--- src/rtl/spi_pkg.sv ---
// Shared constants and state encoding for the ADC128S022-style SPI master.
package spi_pkg;
  localparam int FRAME_BITS       = 16;
  localparam int RESULT_BITS      = 12;
  localparam int ADDR_FIRST_CYCLE = 3;

  typedef enum logic [1:0] {
    IDLE,
    SETUP,
    SHIFT,
    FINISH
  } state_e;
endpackage

--- src/rtl/spi_if.sv ---
// Request/result handshake between system control logic and the SPI master.
interface spi_if;
  import spi_pkg::*;

  logic                   start;
  logic [2:0]             channel;
  logic                   done;
  logic [RESULT_BITS-1:0] data;

  modport master (
    output start,
    output channel,
    input  done,
    input  data
  );

  modport slave (
    input  start,
    input  channel,
    output done,
    output data
  );
endinterface

--- src/rtl/spi_sclk_gen.sv ---
// SCLK half-period divider: edge/sample strobes and SCLK cycle counter.
module spi_sclk_gen #(
  parameter int SCLK_HALF = 8
) (
  input  logic       clk,
  input  logic       rst_n,
  input  logic       en,
  output logic       fall,
  output logic       rise,
  output logic       sample,
  output logic [4:0] cyc
);
  localparam int CW = $clog2(2 * SCLK_HALF);
  localparam logic [CW-1:0] C_HALF = CW'(SCLK_HALF - 1);
  localparam logic [CW-1:0] C_LAST = CW'(2 * SCLK_HALF - 1);
  localparam logic [CW-1:0] C_SAMP = CW'(SCLK_HALF - 1 + SCLK_HALF / 2);

  logic [CW-1:0] cnt;
  logic          first;

  // cycle 0 is the CS setup period: only a high half before the first fall
  assign first  = (cyc == 5'd0);
  assign fall   = en && (cnt == (first ? C_HALF : C_LAST));
  assign rise   = en && !first && (cnt == C_HALF);
  assign sample = en && !first && (cnt == C_SAMP);

  always_ff @(posedge clk or negedge rst_n) begin
    if (!rst_n) begin
      cnt <= '0;
      cyc <= '0;
    end else if (!en) begin
      cnt <= '0;
      cyc <= '0;
    end else if (fall) begin
      cnt <= '0;
      cyc <= cyc + 5'd1;
    end else begin
      cnt <= cnt + CW'(1);
    end
  end
endmodule

--- src/rtl/spi.sv ---
// SPI master reading one 12-bit conversion per 16-clock ADC frame.
module spi
  import spi_pkg::*;
#(
  parameter int SCLK_HALF = 8
) (
  input  logic clk,
  input  logic rst_n,
  spi_if.slave bus,
  output logic SCLK,
  output logic CS_N,
  output logic DIN,
  input  logic DOUT
);
  localparam logic [1:0] S_IDLE   = IDLE;
  localparam logic [1:0] S_SETUP  = SETUP;
  localparam logic [1:0] S_SHIFT  = SHIFT;
  localparam logic [1:0] S_FINISH = FINISH;

  logic [1:0]             state;
  logic [2:0]             ch;
  logic [RESULT_BITS-1:0] shift;
  logic                   en;
  logic                   fall;
  logic                   rise;
  logic                   sample;
  logic [4:0]             cyc;
  logic [4:0]             n;
  logic [4:0]             off;
  logic                   last;
  logic                   din_nx;

  assign en   = (state == S_SETUP) || (state == S_SHIFT);
  assign n    = cyc + 5'd1;
  assign off  = n - 5'(ADDR_FIRST_CYCLE);
  assign last = (cyc == 5'(FRAME_BITS));

  spi_sclk_gen #(
    .SCLK_HALF(SCLK_HALF)
  ) u_gen (
    .clk   (clk),
    .rst_n (rst_n),
    .en    (en),
    .fall  (fall),
    .rise  (rise),
    .sample(sample),
    .cyc   (cyc)
  );

  // address bits go out MSB first in the cycle that is about to start
  always_comb begin
    din_nx = 1'b0;
    unique case (off)
      5'd0:    din_nx = ch[2];
      5'd1:    din_nx = ch[1];
      5'd2:    din_nx = ch[0];
      default: din_nx = 1'b0;
    endcase
  end

  always_ff @(posedge clk or negedge rst_n) begin
    if (!rst_n) begin
      state    <= S_IDLE;
      ch       <= '0;
      shift    <= '0;
      SCLK     <= 1'b1;
      CS_N     <= 1'b1;
      DIN      <= 1'b0;
      bus.done <= 1'b0;
      bus.data <= '0;
    end else begin
      bus.done <= 1'b0;
      unique case (state)
        S_IDLE: begin
          if (bus.start) begin
            ch    <= bus.channel;
            CS_N  <= 1'b0;
            state <= S_SETUP;
          end
        end
        S_SETUP, S_SHIFT: begin
          if (rise) SCLK <= 1'b1;
          if (sample) shift <= {shift[RESULT_BITS-2:0], DOUT};
          if (fall) begin
            if (last) begin
              CS_N  <= 1'b1;
              DIN   <= 1'b0;
              state <= S_FINISH;
            end else begin
              SCLK  <= 1'b0;
              DIN   <= din_nx;
              state <= S_SHIFT;
            end
          end
        end
        S_FINISH: begin
          bus.done <= 1'b1;
          bus.data <= shift;
          state    <= S_IDLE;
        end
        default: state <= S_IDLE;
      endcase
    end
  end
endmodule

--- src/flat_wrapper.sv ---
// flat-port wrapper written by rule: the top's interface ports become plain ports
module spi_flat import spi_pkg::*;
#(
  parameter int SCLK_HALF = 8
)
  (clk, rst_n, SCLK, CS_N, DIN, DOUT, bus_start, bus_channel, bus_done, bus_data);
  spi_if bus_i ();
  input  logic clk;
  input  logic rst_n;
  output logic SCLK;
  output logic CS_N;
  output logic DIN;
  input  logic DOUT;
  input wire logic [$bits(bus_i.start)-1:0] bus_start;
  input wire logic [$bits(bus_i.channel)-1:0] bus_channel;
  output wire logic [$bits(bus_i.done)-1:0] bus_done;
  output wire logic [$bits(bus_i.data)-1:0] bus_data;
  assign bus_i.start = bus_start;
  assign bus_i.channel = bus_channel;
  assign bus_done = bus_i.done;
  assign bus_data = bus_i.data;
  spi #(.SCLK_HALF(SCLK_HALF)) u_core (.clk(clk), .rst_n(rst_n), .bus(bus_i), .SCLK(SCLK), .CS_N(CS_N), .DIN(DIN), .DOUT(DOUT));
endmodule
--- config.mk ---
export PLATFORM = sky130hd
export DESIGN_NAME = spi_flat
export DESIGN_NICKNAME = d
export VERILOG_FILES = /design/src/rtl/spi_pkg.sv /design/src/rtl/spi_if.sv /design/src/rtl/spi_sclk_gen.sv /design/src/rtl/spi.sv /design/src/flat_wrapper.sv
export SDC_FILE = /design/constraint.sdc
export NUM_CORES = 1
export LEC_CHECK = 0
export ABC_AREA = 1
export ABC_CLOCK_PERIOD_IN_PS = 4000
export BUFFER_PORTS_ARGS = -buffer_cell sky130_fd_sc_hd__buf_2
export CAP_MARGIN = 20
export CORE_MARGIN = 10
export CORE_UTILIZATION = 45
export CTS_CLUSTER_SIZE = 25
export DETAILED_ROUTE_END_ITERATION = 8
export GPL_TIMING_DRIVEN = 0
export REMOVE_ABC_BUFFERS = 1
export SKIP_CTS_REPAIR_TIMING = 1
export SKIP_LAST_GASP = 1
export SLEW_MARGIN = 20
export SYNTH_ARGS = -nofsm -noshare
export SYNTH_HDL_FRONTEND = slang
export SYNTH_SLANG_ARGS = --single-unit
--- constraint.sdc ---
create_clock -name clk -period 4 [get_ports clk]
set_input_delay 0.6 -clock clk [delete_from_list [all_inputs] [get_ports clk]]
set_output_delay 0.6 -clock clk [all_outputs]
set_load 0.03 [all_outputs]
==> summary.md <==
| Metric | Value |
|---|---|
| Worst Hold Class | `input port to asynchronous set/reset pin` |
| Clock buffer depth | `2` |
| Core Area | `~4400 um^2` |
| Worst-path clk slew | `~0.08 ns` |
| Post-DRT Antenna Nets | `0` |
| Combinational Power Share | `between 20% and 30%` |
| WL/cell | `between 10 and 15 um` |
| Grt ovf | `0` |
| WS Path Type | `register to register` |
| Syn avg cell area | `approximately 9.4 um^2` |
| Worst-Margin Slew | `0.942 ns` |
| Vias in the first global route | `between 1000 and 1500` |
| Initial Util | `a little under half` |
| Maximum vdd drop | `0.000281 V` |
| TritonCTS clock tree | `done` |
| Critical Path RT | `~4.2 ns` |
| Rel. slew slack | `a little under two fifths` |
| Final slew viol count | `0` |
| GRT Util Overall | `10.3%` |
| Avg Vias per Cell | `4.83` |
| Pwr dens | `~470 nW/um^2` |
| # rows | `24` |
| Leak Pwr | `1.17 nW` |
| Die area | `between 7000 and 8000 um^2` |
| Antenna Cells | `0` |
| Startpoint types | `register` |
| Register bit total from synthesis | `42` |
| Hold Vio Cnt, Final | `0` |
| Worst-Skew Late Latency | `0.30 ns` |
| Switching Share | `34.6%` |
| Syn Inst Count | `about 220` |
| Crit path DAT | `1.94 ns` |
| Critical-path top delay cell | `ha_1` |
| Clock Skew | `0.00635 ns` |
| Worst path max stage delay | `0.58 ns` |
| Max Clk Rate | `around 0.57 GHz` |
| Clk pwr share | `25.2%` |
| Drt initial violations | `105` |
| Distinct cells, synth | `27` |
| Unrepaired setup endpoints after global routing | `false` |
| Fin util | `between 50% and 60%` |
| Top Ports | `23` |
| Final WL | `between 3000 and 4000 um` |
| Input/output buffers | `22` |
| Vias | `~1400` |
| Final period utilization | `between 40% and 50%` |
| Final min period | `between 1.5 and 2 ns` |
| Clock Tree Root | `clkbuf_8` |
| Worst setup EP type | `register` |
| Most common cell after layout, fill and taps aside | `nand2_1` |
| Outcome | `completed` |
| Ratio of cells with drive above 1 in the final layout | `between 20% and 30%` |
| Die X | `87.6 um` |
| Fillcell total | `approximately 420` |
| Drt drc | `0` |
| Internal power | `0.699 mW` |
| CTS buffer count | `5` |
| CP max FO | `24` |
| Detail Placement HPWL | `~2500 um` |
| Area growth from synthesis to layout | `11.1%` |
| P_sw | `between 0.3 and 0.4 mW` |
| CP cell instances | `inv_1 > ha_1 > nand4_4 > nor2_1 > a21oi_1` |
| Largest net degree at the start of global routing | `between 40 and 50` |
| Max Cap Violations | `0` |
| Mapped Area | `about 2000 um^2` |
| Initial antenna violation count | `0` |
| Number of nets in the layout | `between 200 and 300` |
| Finish-stage setup viols | `0` |
| Setup TNS Final | `0 ns` |
| Initial DRT Pass Iterations | `4` |
| First-pass GRT wire length | `6330 um` |
| Seq/Total Area, Yosys | `between 50 and 60%` |
| H-tree levels | `2` |
| Warnings, synthesis | `0` |
| Most frequent cells in the layout | `49 x nand2_1, 40 x dfrtp_1, 24 x inv_1` |
| Die height | `approximately 90 um` |
| Sequential share of power | `48.4%` |
| Clock Sink Count | `42` |
| Gpl congestion | `0.760` |
## routing by layer
metal / GRT usage (%) / part of all wire (%) / vias up
met3: 5.01 / 6.3 / 7
li1: - / - / 745
met1: 13.3 / 51 / 647
met4: 3.91 / 1.5 / 0
met2: 14.6 / 41 / 21
met5: 0 / 0 / -
## per-stage QoR
| stage | instance area (um^2) | total power [mW] | setup slack, ns | std cells | hold WS [ns] |
|---|---|---|---|---|---|
| after floorplan | 2020 | 0.735 | 2.42 | 212 | 0.304 |
| after global placement | 2200 | 0.809 | 2.25 | 286 | 0.452 |
| after detailed placement | 2200 | 0.815 | 2.23 | 286 | 0.456 |
| after CTS | 2280 | 1.09 | 2.22 | 294 | 0.469 |
| after global routing | 2280 | 1.14 | 2.02 | 294 | 0.495 |
| final | 2280 | 1.07 | 2.24 | 294 | 0.442 |
## kinds of logic after synthesis
family                   share of synthesized area, %
XOR/XNOR                                        0.426
multiplexers                                     3.29
flip-flops                                       51.3
adder cells (fa/ha/maj)                          5.48
buffers and inverters                            7.13
AO/OA/AOI/OAI                                    9.20
AND/OR/NAND/NOR                                  23.2
## final cells by class
| type | count | area (um^2) | share of cell area, % |
|---|---|---|---|
| Timing Repair Buffer | 22 | 110 | 4.82 |
| Clock buffer | 6 | 72.6 | 3.18 |
| Multi-Input combinational cell | 140 | 855 | 37.4 |
| Tap cell | 52 | 65.1 | 2.85 |
| Clock inverter | 2 | 13.8 | 0.603 |
| Inverter | 30 | 113 | 4.93 |
| Sequential cell | 42 | 1050 | 46.2 |
## synthesized netlist by cell type (all sizes together)
| library cell | count | share of area [%] |
|---|---|---|
| dfrtp | 40 | 49 |
| o21bai | 1 | 0.37 |
| buf | 4 | 1.3 |
| a21oi | 13 | 3.2 |
| nand2 | 52 | 11 |
| mux2 | 6 | 3.3 |
| nand3 | 12 | 4.1 |
| ha | 9 | 5.5 |
| xor2 | 1 | 0.43 |
| clkbuf | 2 | 0.37 |
| inv | 30 | 5.5 |
| nand4 | 6 | 2.9 |
| a21boi | 1 | 0.37 |
| nor2 | 21 | 5.4 |
| o21ai | 18 | 5.3 |
| dfstp | 2 | 2.6 |
## critical path, delay by kind of cell (launching register included)
kind / cells / cell delay, ns
flops: 1 / 0.38
buf+inv: 1 / 0.06
fa+ha+maj: 1 / 0.58
simple gates: 2 / 0.56
compound gates: 1 / 0.06
## power by group through the flow
stage	Combinational, mW	Sequential (mW)	Clock, mW
5_1_grt	0.317	0.524	0.298
2_1_floorplan	0.157	0.578	0
4_1_cts	0.289	0.518	0.280
3_3_place_gp	0.285	0.524	0
6_report	0.282	0.517	0.270
3_5_place_dp	0.289	0.526	0
## final timing paths
path | start | endpoint | slack, ns | cells after the start
min in group clk | u_core.CS_N$_DFFE_PN1P_ | u_core.CS_N$_DFFE_PN1P_ | 0.46 | 2
worst min register to register | u_core.CS_N$_DFFE_PN1P_ | u_core.CS_N$_DFFE_PN1P_ | 0.46 | 2
worst max register to register | u_core.state[0]$_DFFE_PN0P_ | u_core.shift[3]$_DFFE_PN0P_ | 2.24 | 5
worst min-delay path | rst_n | u_core.u_gen.cyc[2]$_DFFE_PN0P_ | 0.44 | 1
worst max-delay path | u_core.state[0]$_DFFE_PN0P_ | u_core.shift[3]$_DFFE_PN0P_ | 2.24 | 5
max in group asynchronous | rst_n | u_core.u_gen.cyc[0]$_DFFE_PN0P_ | 2.97 | 1
## registers in the layout, indices dropped and copies added, names as in the netlist
signal,flops
u_core.CS_N,1
u_core.DIN,1
u_core.SCLK,1
u_core.bus.data,12
u_core.bus.done,1
u_core.ch,3
u_core.shift,12
u_core.state,2
u_core.u_gen.cnt,4
u_core.u_gen.cyc,5
Note: power is estimated with default switching activity, not from simulation.
